==> src/rtl/apb_to_ahbl.sv <==
// APB slave to AHB-Lite master bridge: replays each APB access as one word-sized
// AHB-Lite transfer, with a single transfer outstanding at a time.
module apb_to_ahbl #(
    parameter int                 W_PADDR    = 16,
    parameter int                 W_HADDR    = 32,
    parameter int                 W_DATA     = 32,
    parameter logic [W_HADDR-1:0] HADDR_BASE = '0
) (
    input  logic               clk,
    input  logic               rst_n,
    input  logic               apbs_psel,
    input  logic               apbs_penable,
    input  logic               apbs_pwrite,
    input  logic [W_PADDR-1:0] apbs_paddr,
    input  logic [W_DATA-1:0]  apbs_pwdata,
    output logic [W_DATA-1:0]  apbs_prdata,
    output logic               apbs_pready,
    output logic               apbs_pslverr,
    input  logic               ahblm_hready,
    input  logic               ahblm_hresp,
    input  logic [W_DATA-1:0]  ahblm_hrdata,
    output logic [W_HADDR-1:0] ahblm_haddr,
    output logic               ahblm_hwrite,
    output logic [1:0]         ahblm_htrans,
    output logic [2:0]         ahblm_hsize,
    output logic [2:0]         ahblm_hburst,
    output logic [3:0]         ahblm_hprot,
    output logic               ahblm_hmastlock,
    output logic [W_DATA-1:0]  ahblm_hwdata
);

    // state | meaning
    // IDLE  | no transfer; waiting for an APB setup phase
    // ADDR  | AHB address phase (NONSEQ), held until hready
    // DATA  | AHB data phase; wait states and first ERROR cycle stay here
    // RESP  | one-cycle APB completion with pready high
    typedef enum logic [1:0] {IDLE, ADDR, DATA, RESP} state_t;

    localparam logic [1:0] HTRANS_IDLE   = 2'b00;
    localparam logic [1:0] HTRANS_NONSEQ = 2'b10;

    state_t               state_q;
    state_t               state_d;
    logic                 setup;
    logic                 data_done;
    logic [W_HADDR-1:0]   haddr_full;
    logic [W_PADDR-1:0]   paddr_q;
    logic                 pwrite_q;
    logic [W_DATA-1:0]    pwdata_q;
    logic                 pready_q;
    logic                 pslverr_q;
    logic [W_DATA-1:0]    prdata_q;

    always_comb begin
        state_d      = state_q;
        setup        = 1'b0;
        data_done    = 1'b0;
        ahblm_htrans = HTRANS_IDLE;
        case (state_q)
            IDLE: begin
                // psel && penable here is a protocol violation and is ignored
                if (apbs_psel && !apbs_penable) begin
                    setup   = 1'b1;
                    state_d = ADDR;
                end
            end
            ADDR: begin
                ahblm_htrans = HTRANS_NONSEQ;
                if (ahblm_hready) state_d = DATA;
            end
            DATA: begin
                if (ahblm_hready) begin
                    data_done = 1'b1;
                    state_d   = RESP;
                end
            end
            RESP: state_d = IDLE;
            default: state_d = IDLE;
        endcase
    end

    always_ff @(posedge clk) begin
        if (!rst_n) begin
            state_q   <= IDLE;
            paddr_q   <= '0;
            pwrite_q  <= 1'b0;
            pwdata_q  <= '0;
            pready_q  <= 1'b0;
            pslverr_q <= 1'b0;
            prdata_q  <= '0;
        end else begin
            state_q <= state_d;
            if (setup) begin
                paddr_q  <= apbs_paddr;
                pwrite_q <= apbs_pwrite;
                pwdata_q <= apbs_pwdata;
            end
            // response registers are nonzero only during the single RESP cycle
            pready_q  <= data_done;
            pslverr_q <= data_done && ahblm_hresp;
            prdata_q  <= (data_done && !pwrite_q) ? ahblm_hrdata : '0;
        end
    end

    always_comb begin
        haddr_full      = HADDR_BASE | W_HADDR'(paddr_q);
        haddr_full[1:0] = 2'b00;
    end

    assign ahblm_haddr     = haddr_full;
    assign ahblm_hwrite    = pwrite_q;
    assign ahblm_hwdata    = pwdata_q;
    assign ahblm_hsize     = 3'b010;
    assign ahblm_hburst    = 3'b000;
    assign ahblm_hprot     = 4'b0011;
    assign ahblm_hmastlock = 1'b0;

    assign apbs_pready  = pready_q;
    assign apbs_pslverr = pslverr_q;
    assign apbs_prdata  = prdata_q;

endmodule

==> config.mk <==
export PLATFORM = sky130hd
export DESIGN_NAME = apb_to_ahbl
export DESIGN_NICKNAME = d
export VERILOG_FILES = /design/src/rtl/apb_to_ahbl.sv
export SDC_FILE = /design/constraint.sdc
export NUM_CORES = 1
export LEC_CHECK = 0
export ABC_AREA = 1
export BUFFER_PORTS_ARGS = -buffer_cell sky130_fd_sc_hd__buf_2
export CAP_MARGIN = 20
export CORE_MARGIN = 3
export CORE_UTILIZATION = 30
export DETAILED_ROUTE_END_ITERATION = 16
export PLACE_DENSITY_LB_ADDON = 0.08
export SYNTH_ARGS = -nofsm -noshare
export SYNTH_HDL_FRONTEND = slang
export SYNTH_SLANG_ARGS = --single-unit
==> constraint.sdc <==
create_clock -name clk -period 1.3 [get_ports clk]
set_input_delay 0.065 -clock clk [delete_from_list [all_inputs] [get_ports clk]]
set_output_delay 0.065 -clock clk [all_outputs]
set_load 0.02 [all_outputs]
* Word-level counts from Yosys, hierarchy flattened *
Cells that the tools add are included.

word-level totals
  flip-flop bits (word level) = 85
  output and inout port bits = 112
  logic and storage cells = 30

cells by class
  equality and inequality tests = 6
  multiplexer cells = 9
  reductions and logical operators = 8

operators with widths
  cell                                                                    count
  2-bit two-way mux                                                       4
  2-bit one-hot mux with 4 select lines                                   1
  2-bit != test (second input constant)                                   3
  2-bit equality test (second input constant)                             2
  1-bit two-way mux                                                       4
  1-bit logical AND                                                       3
  3-bit AND reduction                                                     1
  2-bit by 1-bit equality test with 1-bit output (second input constant)  1
  1-bit logical NOT                                                       2
  2-bit logical NOT                                                       1
  2-bit AND reduction                                                     1

* Logic depth before layout (Yosys ltp) *
Gate-level depths: netlist of the first run.

  depth after elaboration = 4
  gate-level depth with buffers = 7
  mapped depth without buffers = 6

* Worst setup path before layout of the first run *
No wires, ideal clock.

  path type = register -> register
  start point = register state_q[0]
  end point = register pwdata_q[15] (netlist: ahblm_hwdata[15])
  setup time = 116 ps
  data arrival time = 1092 ps
  data required time = 1184 ps
  setup slack = 92 ps
  cell stages (with the launch flop) = 8
  path buffers = 2
  period minus slack after synthesis = 1208 ps
  path through = dfxtp_1 > inv_1 > ha_1 > nand3_2 > buf_6 > buf_6 > o21ai_1 > a21oi_1

on the way
  longest elaborated chain between the ends = 2

RTL lines
  what                    line  source
  start, declared         42    state_t state_q;
  start signal, assigned  92    state_q <= state_d;
  2-bit logical NOT       59    case (state_q)
  1-bit two-way mux       59
  end signal, assigned    96    pwdata_q <= apbs_pwdata;
  end, declared           49    logic [W_DATA-1:0] pwdata_q;

No other way between the ends.
A chain may end at the register's enable or synchronous reset.

* Worst setup path in the final report of the first run *
  start point = register state_q[1]
  end point = register pwdata_q[11] (netlist: ahblm_hwdata[11])

The elaborated chain is that of the path after synthesis.

==> impl_metrics.yaml, run 1 <==
die:
  dieArea_sq_um: 11600
  die_h_um: 108
  num_rows: 36
  ios: 199
  die_width_um: 108
  start_util_pct: 31.2
  core-area_sq_um: 9910
timing:
  whs_ps: 9.56
  fin_skew_ps: 8.00
  setup_slack_ps: 2.81
  clock.fmax_mhz: 771
  finalSetupViolCount: 0
  min_period_over_period_pct: 99.8
  slew_viol_final: 0
  fin_crit_ps: 1300
  finalHoldViolations: 0
  rsz0062_at_grt: "yes"
clocking:
  htree_levels: 3
  cts_num_sinks: 83
  cts-buffers-inserted: 9
  path_clk_slew_ps: 90
  cts_root_buffer: "clkbuf_8"
  clock_latency_ps: 350
  cts_buffer_depth: 2
  cts_tree: "yes"
min_path:
  hold_path_end: "ahblm_hwdata[0]$_SDFFE_PN0P_"
  holdPathStages: 3
  hold_path_class: "input port to flip-flop"
  hold_start: "apbs_pwdata[0]"
worst_setup_path:
  worstSetupEndpointType: "flip-flop"
  critical_path_arrival_ps: 1540
  max_stage_delay_ps: 340
  rr_endpoint: "ahblm_hwdata[11]$_SDFFE_PN0P_"
  crit_path_max_fanout: 20
  crit_chain: "inv_2 > ha_4 > nand3_4 > buf_12 > o21ai_0 > a21oi_1"
  start_kind: "flip-flop"
  required_ps: 1540
  worstReg2RegStart: "state_q[1]$_SDFFE_PN0P_"
  rr_worst_depth: 6
  critPathSlowestCell: "dfxtp_2"
  r2r_slack_ps: 3
  critPathKind: "flip-flop to flip-flop"
  critical_path.startpoint: "state_q[1]$_SDFFE_PN0P_"
global_routing:
  grt.overflow.total: 0
  grt_pass1_wl_mm: 13.7
  grt_usage_pct: 14.9
  antenna_found_initial: 0
  first_global_vias: 2921
  grt_max_degree: 28
power:
  p_per_area_nw_per_um2: 1480
  pwr-share-clk_pct: 26.5
  p_switching_mw: 2.70
  p_comb_share_pct: 34.7
  pwr-share-seq_pct: 38.8
  p_leak_nw: 2.65
  irDropWorstVdd_v: 0.000627
  p_sw_share_pct: 34.4
  cellInternalPower_mw: 5.15
synthesis:
  synth_top_area_share_pct: 53.7
  ys_ff_latch: 83
  synth_commonest_cells: "inv_1, dfxtp_1, a21oi_1, nor2_1, o21ai_0"
  syn_inst: 363
  ys_seq_area_share_pct: 53.7
  synth_area_sq_um: 3090
  ys_top_cells_by_area: "dfxtp_1, inv_1, a21oi_1"
  synth_edf_count: 0
  yosysUniqueCellTypes: 19
  synth.most_common_cell: "inv_1"
  yosysWarnings: 0
  yosys_most_used_dff: "dfxtp_1"
  synth.avg_cell_area_sq_um: 8.52
  synth_top_area_cell: "dfxtp_1"
  async_reset_ff_share_pct: 0
cells_and_area:
  area_growth_syn_to_layout_pct: 71.6
  design_area_sq_um: 5310
  antenna_cells: 0
  fin_nets: 706
  multi_input_area_sq_um: 1060
  finish.utilization_pct: 53.5
  drive_above_1_share_pct: 41.7
  regArea_sq_um: 1660
  nFillCells: 957
placement:
  gp_congestion: 0.694
  post-dp-hpwl_mm: 5.48
  place_ws_ps: -53.7
  dpl_cell_area_sq_um: 3910
  port-buffer-count: 166
drt:
  ant_nets: 0
  first_iter_violations: 107
  via_per_inst: 4.03
  drc_errors: 0
  drt-pass1-iter-count: 4
  vias: 3040
  wl_per_cell_um: 12.1
  drt_wl_total_mm: 9.11
run_status:
  outcome: "finished clean"
run:
  max_cap_violations: 0
power groups by stage:
| stage | Clock [mW] | Sequential, mW | Combinational [mW] |
|---|---|---|---|
| final | 2.08 | 3.05 | 2.72 |
| after global routing | 2.26 | 3.09 | 2.97 |
| after CTS | 2.15 | 3.06 | 2.41 |
| after detailed placement | 0 | 3.10 | 1.93 |
| after global placement | 0 | 3.10 | 1.91 |
| after floorplan | 0 | 3.49 | 1.02 |
state kept, by name (all words and copies together), names as in the netlist:
| register | cells |
|---|---|
| state_q | 2 |
| apbs_pready | 1 |
| ahblm_hwdata | 32 |
| paddr_q | 14 |
| ahblm_hwrite | 1 |
| apbs_pslverr | 1 |
| apbs_prdata | 32 |
worst max path at each step:
| stage | to | slack [ps] | cells after the start |
|---|---|---|---|
| 6_report | ahblm_hwdata[11]$_SDFFE_PN0P_ | 3 | 6 |
| 2_1_floorplan | ahblm_hwdata[15]$_SDFFE_PN0P_ | 90 | 7 |
| 3_3_place_gp | ahblm_hwdata[5]$_SDFFE_PN0P_ | -40 | 6 |
| 5_1_grt | ahblm_hwdata[5]$_SDFFE_PN0P_ | -60 | 6 |
| 4_1_cts | paddr_q[6]$_SDFFE_PN0P_ | 5 | 6 |
| 3_5_place_dp | ahblm_hwdata[5]$_SDFFE_PN0P_ | -50 | 6 |
routing by layer:
layer / routed length (um) / global-route usage [%] / vias to the layer above
met5: 0 / 0 / -
met4: 126 / 5.23 / 0
met3: 734 / 4.62 / 13
met1: 3800 / 16.8 / 1369
li1: - / - / 1541
met2: 4450 / 26.5 / 117
cells in the final DEF (no fill, tap or decap), types with 2 or more instances in the layout:
| cell | n |
|---|---|
| o21ai_1 | 21 |
| dlygate4sd3_1 | 81 |
| o21ai_2 | 17 |
| a21oi_2 | 33 |
| buf_16 | 2 |
| clkinvlp_4 | 3 |
| ha_1 | 2 |
| buf_2 | 165 |
| dfxtp_1 | 81 |
| nand2_1 | 5 |
| buf_4 | 7 |
| o21ai_0 | 8 |
| inv_1 | 82 |
| a21oi_1 | 15 |
| nor2_1 | 36 |
| inv_6 | 2 |
| bufinv_16 | 2 |
| buf_12 | 4 |
| dfxtp_2 | 2 |
| conb_1 | 30 |
| clkbuf_8 | 9 |
| inv_2 | 3 |
final cells by class:
cell class              count  share of cell area (%)
clock inverters             7                    1.89
multi-input cells         175                    19.9
well taps                 133                    3.14
inverters                  85                    6.01
repair buffers            262                    35.3
flip-flops and latches     83                    31.4
clock buffers               9                    2.33
kinds of logic (layout without fill, tap and decap cells):
logic type / count (synthesis) / in the layout / synth area share (%)
buffers and inverters: 133 / 363 / 22.5
AOI/OAI and AO/OA: 97 / 97 / 16.5
DFF: 83 / 83 / 53.7
and+or+nand+nor: 45 / 45 / 5.83
adders and majority gates: 3 / 3 / 1.21
other: 2 / 30 / 0.243
through the flow:
stage,power [mW],TNS [ps],std cells
2_1_floorplan,4.51,0,391
3_3_place_gp,5.00,-36.2,649
3_5_place_dp,5.02,-394,649
4_1_cts,7.61,0,749
5_1_grt,8.32,-961,754
6_report,7.85,0,754
critical path: cells and delay by family, from the launching register on:
| kind | cells | cell delay [ps] |
|---|---|---|
| adders and majority gates | 1 | 150 |
| DFF | 1 | 340 |
| AOI/OAI and AO/OA | 2 | 240 |
| buffers and inverters | 2 | 290 |
| and+or+nand+nor | 1 | 160 |
what timing repair did:
action,CTS,global route
pin swaps,2,6
hold buffers,79,2
setup endpoints to repair,36,79
resized for setup,12,77
hold endpoints to repair,80,2
setup buffers,2,2
gates cloned,3,2
No activity file was read; power rests on OpenSTA's default activity.
==> inputs of run 2 (changes only) <==
clock period = 1.2 ns   (was 1.3 ns; I/O delays follow)
==> run 2 against run 1 <==
Compared with the run above:
- the flow now finishes with violations (negative setup slack)
- critical path type is now flip-flop to primary output
- non-clock buffer count rose by 15
- sequential share of layout area decreased by 2.4 points
- largest cell class unchanged
- sequential cell count unchanged
- final cell count is 2.0% higher
- utilization increased by 4.5 points
- first-iteration DRC count shrank 7.5%
==> impl_metrics.yaml, run 2 (same netlist as run 1, synthesis figures left out) <==
timing:
  rsz0062_at_grt: "yes"
  min_period_over_period_pct: 106
  fin_crit_ps: 1280
  clock.fmax_mhz: 783
  setup_slack_ps: -77.9
  fin_skew_ps: 13.2
  finalHoldViolations: 0
  finalSetupViolCount: 50
  whs_ps: 4.45
  slew_viol_final: 0
global_routing:
  grt.overflow.total: 0
  grt_usage_pct: 14.3
  first_global_vias: 2905
  grt_max_degree: 39
  antenna_found_initial: 0
  grt_pass1_wl_mm: 13.2
power:
  p_leak_nw: 2.85
  p_per_area_nw_per_um2: 1600
  power_mw: 9.19
  pwr-share-seq_pct: 36.1
  p_switching_mw: 3.17
  p_comb_share_pct: 39.2
  irDropWorstVdd_v: 0.000770
  pwr-share-clk_pct: 24.7
  cellInternalPower_mw: 6.02
  p_sw_share_pct: 34.5
clocking:
  cts_tree: "yes"
  cts_num_sinks: 83
  cts_buffer_depth: 2
  clock_latency_ps: 350
  cts-buffers-inserted: 9
  path_clk_slew_ps: 80
  htree_levels: 3
  cts_root_buffer: "clkbuf_8"
drt:
  via_per_inst: 4.06
  vias: 3119
  drc_errors: 0
  ant_nets: 0
  wl_per_cell_um: 13.3
  drt-pass1-iter-count: 4
  drt_wl_total_mm: 10.2
  first_iter_violations: 99
cells_and_area:
  fin_cells: 769
  fin_nets: 721
  antenna_cells: 0
  multi_input_area_sq_um: 1210
  drive_above_1_share_pct: 47.0
  layout_commonest_cell: "buf_2"
  final_cell_mix: "buf_2, inv_1, dfxtp_1"
  nFillCells: 902
  area_growth_syn_to_layout_pct: 85.9
  regArea_sq_um: 1660
die:
  core-area_sq_um: 9910
  start_util_pct: 31.2
  ios: 199
  dieArea_sq_um: 11600
  die_h_um: 108
  num_rows: 36
  die_width_um: 108
min_path:
  hold_path_class: "input port to flip-flop"
run:
  max_cap_violations: 0
run_status:
  outcome: "complete, but fails checks"
  violations: "negative setup slack"
placement:
  gp_congestion: 0.687
  port-buffer-count: 166
  place_ws_ps: -140
  post-dp-hpwl_mm: 5.61
  placed_cells: 656
worst_setup_path:
  max_stage_delay_ps: 340
  crit_top_cell: "buf_6"
  crit_path_max_fanout: 2
  worstSetupEndpointType: "primary output"
  critical-path-top-delay-family: "buffers and inverters"
  start_kind: "flip-flop"
  critical_path_arrival_ps: 1220
  critPathKind: "flip-flop to primary output"
  critPathSlowestCell: "dfxtp_2"
  required_ps: 1140
  crit_chain: "inv_2 > buf_6 > ha_4 > buf_6 > buf_6"
  path_buf_inv: 4
## run 2: path summary, 6_finish.rpt
path              cells after the start                     startpoint  slack [ps]                             to
setup / recovery                      5        state_q[1]$_SDFFE_PN0P_         -80                ahblm_htrans[1]
hold reg to reg                       2  ahblm_hwdata[12]$_SDFFE_PN0P_         440  ahblm_hwdata[12]$_SDFFE_PN0P_
hold / removal                        3                 apbs_pwdata[4]           4   ahblm_hwdata[4]$_SDFFE_PN0P_
setup reg to reg                      7        state_q[0]$_SDFFE_PN0P_         -60        paddr_q[2]$_SDFFE_PN0P_
## run 2: area by class of cell
class / count / area share (%)
Clock buffer: 9 / 2.15
Clock inverter: 7 / 1.74
Inverter: 85 / 5.64
Multi-Input combinational cell: 175 / 21.1
Sequential cell: 83 / 28.9
Tap cell: 133 / 2.89
Timing Repair Buffer: 277 / 37.5
## run 2: stage by stage
stage | util (%) | cell area (sq um) | TNS [ps]
2_1_floorplan | - | 3200 | 0
3_3_place_gp | 40.1 | 3980 | -3480
3_5_place_dp | 40.1 | 3980 | -5550
4_1_cts | 51.0 | 5060 | -1750
5_1_grt | 58.0 | 5750 | -4920
6_report | 58.0 | 5750 | -1830
## run 2: repair_timing
action,CTS,global route
gates resized for setup,17,116
buffers inserted,0,2
cloned,1,14
hold buffers,77,3
endpoints found under the setup margin,82,67
hold endpoints to repair,77,3
pin swaps,1,3
## run 2: worst reg2reg max path, cell delays in order, from the launching register on
cell and delay (ps):
dfxtp_2 340, inv_4 70, ha_4 150, nand3_4 100, buf_12 170, clkbuf_16 160
o21ai_2 130, a21oi_2 40
## run 2: power by group through the flow
| stage | clock (mW) | sequential [mW] | combinational [mW] |
|---|---|---|---|
| floorplan | 0 | 3.78 | 1.11 |
| global route | 2.43 | 3.36 | 3.90 |
| global placement | 0 | 3.35 | 2.23 |
| detailed placement | 0 | 3.36 | 2.26 |
| finish | 2.27 | 3.31 | 3.60 |
| CTS | 2.34 | 3.30 | 2.63 |
## run 2: layer usage
metal  up-vias  routed length, um  track usage (%)
li1       1574                  -                -
met1      1415               3960             15.6
met2       120               5430             26.5
met3        10                705             4.50
met4         0                108             4.06
met5         -                  0                0
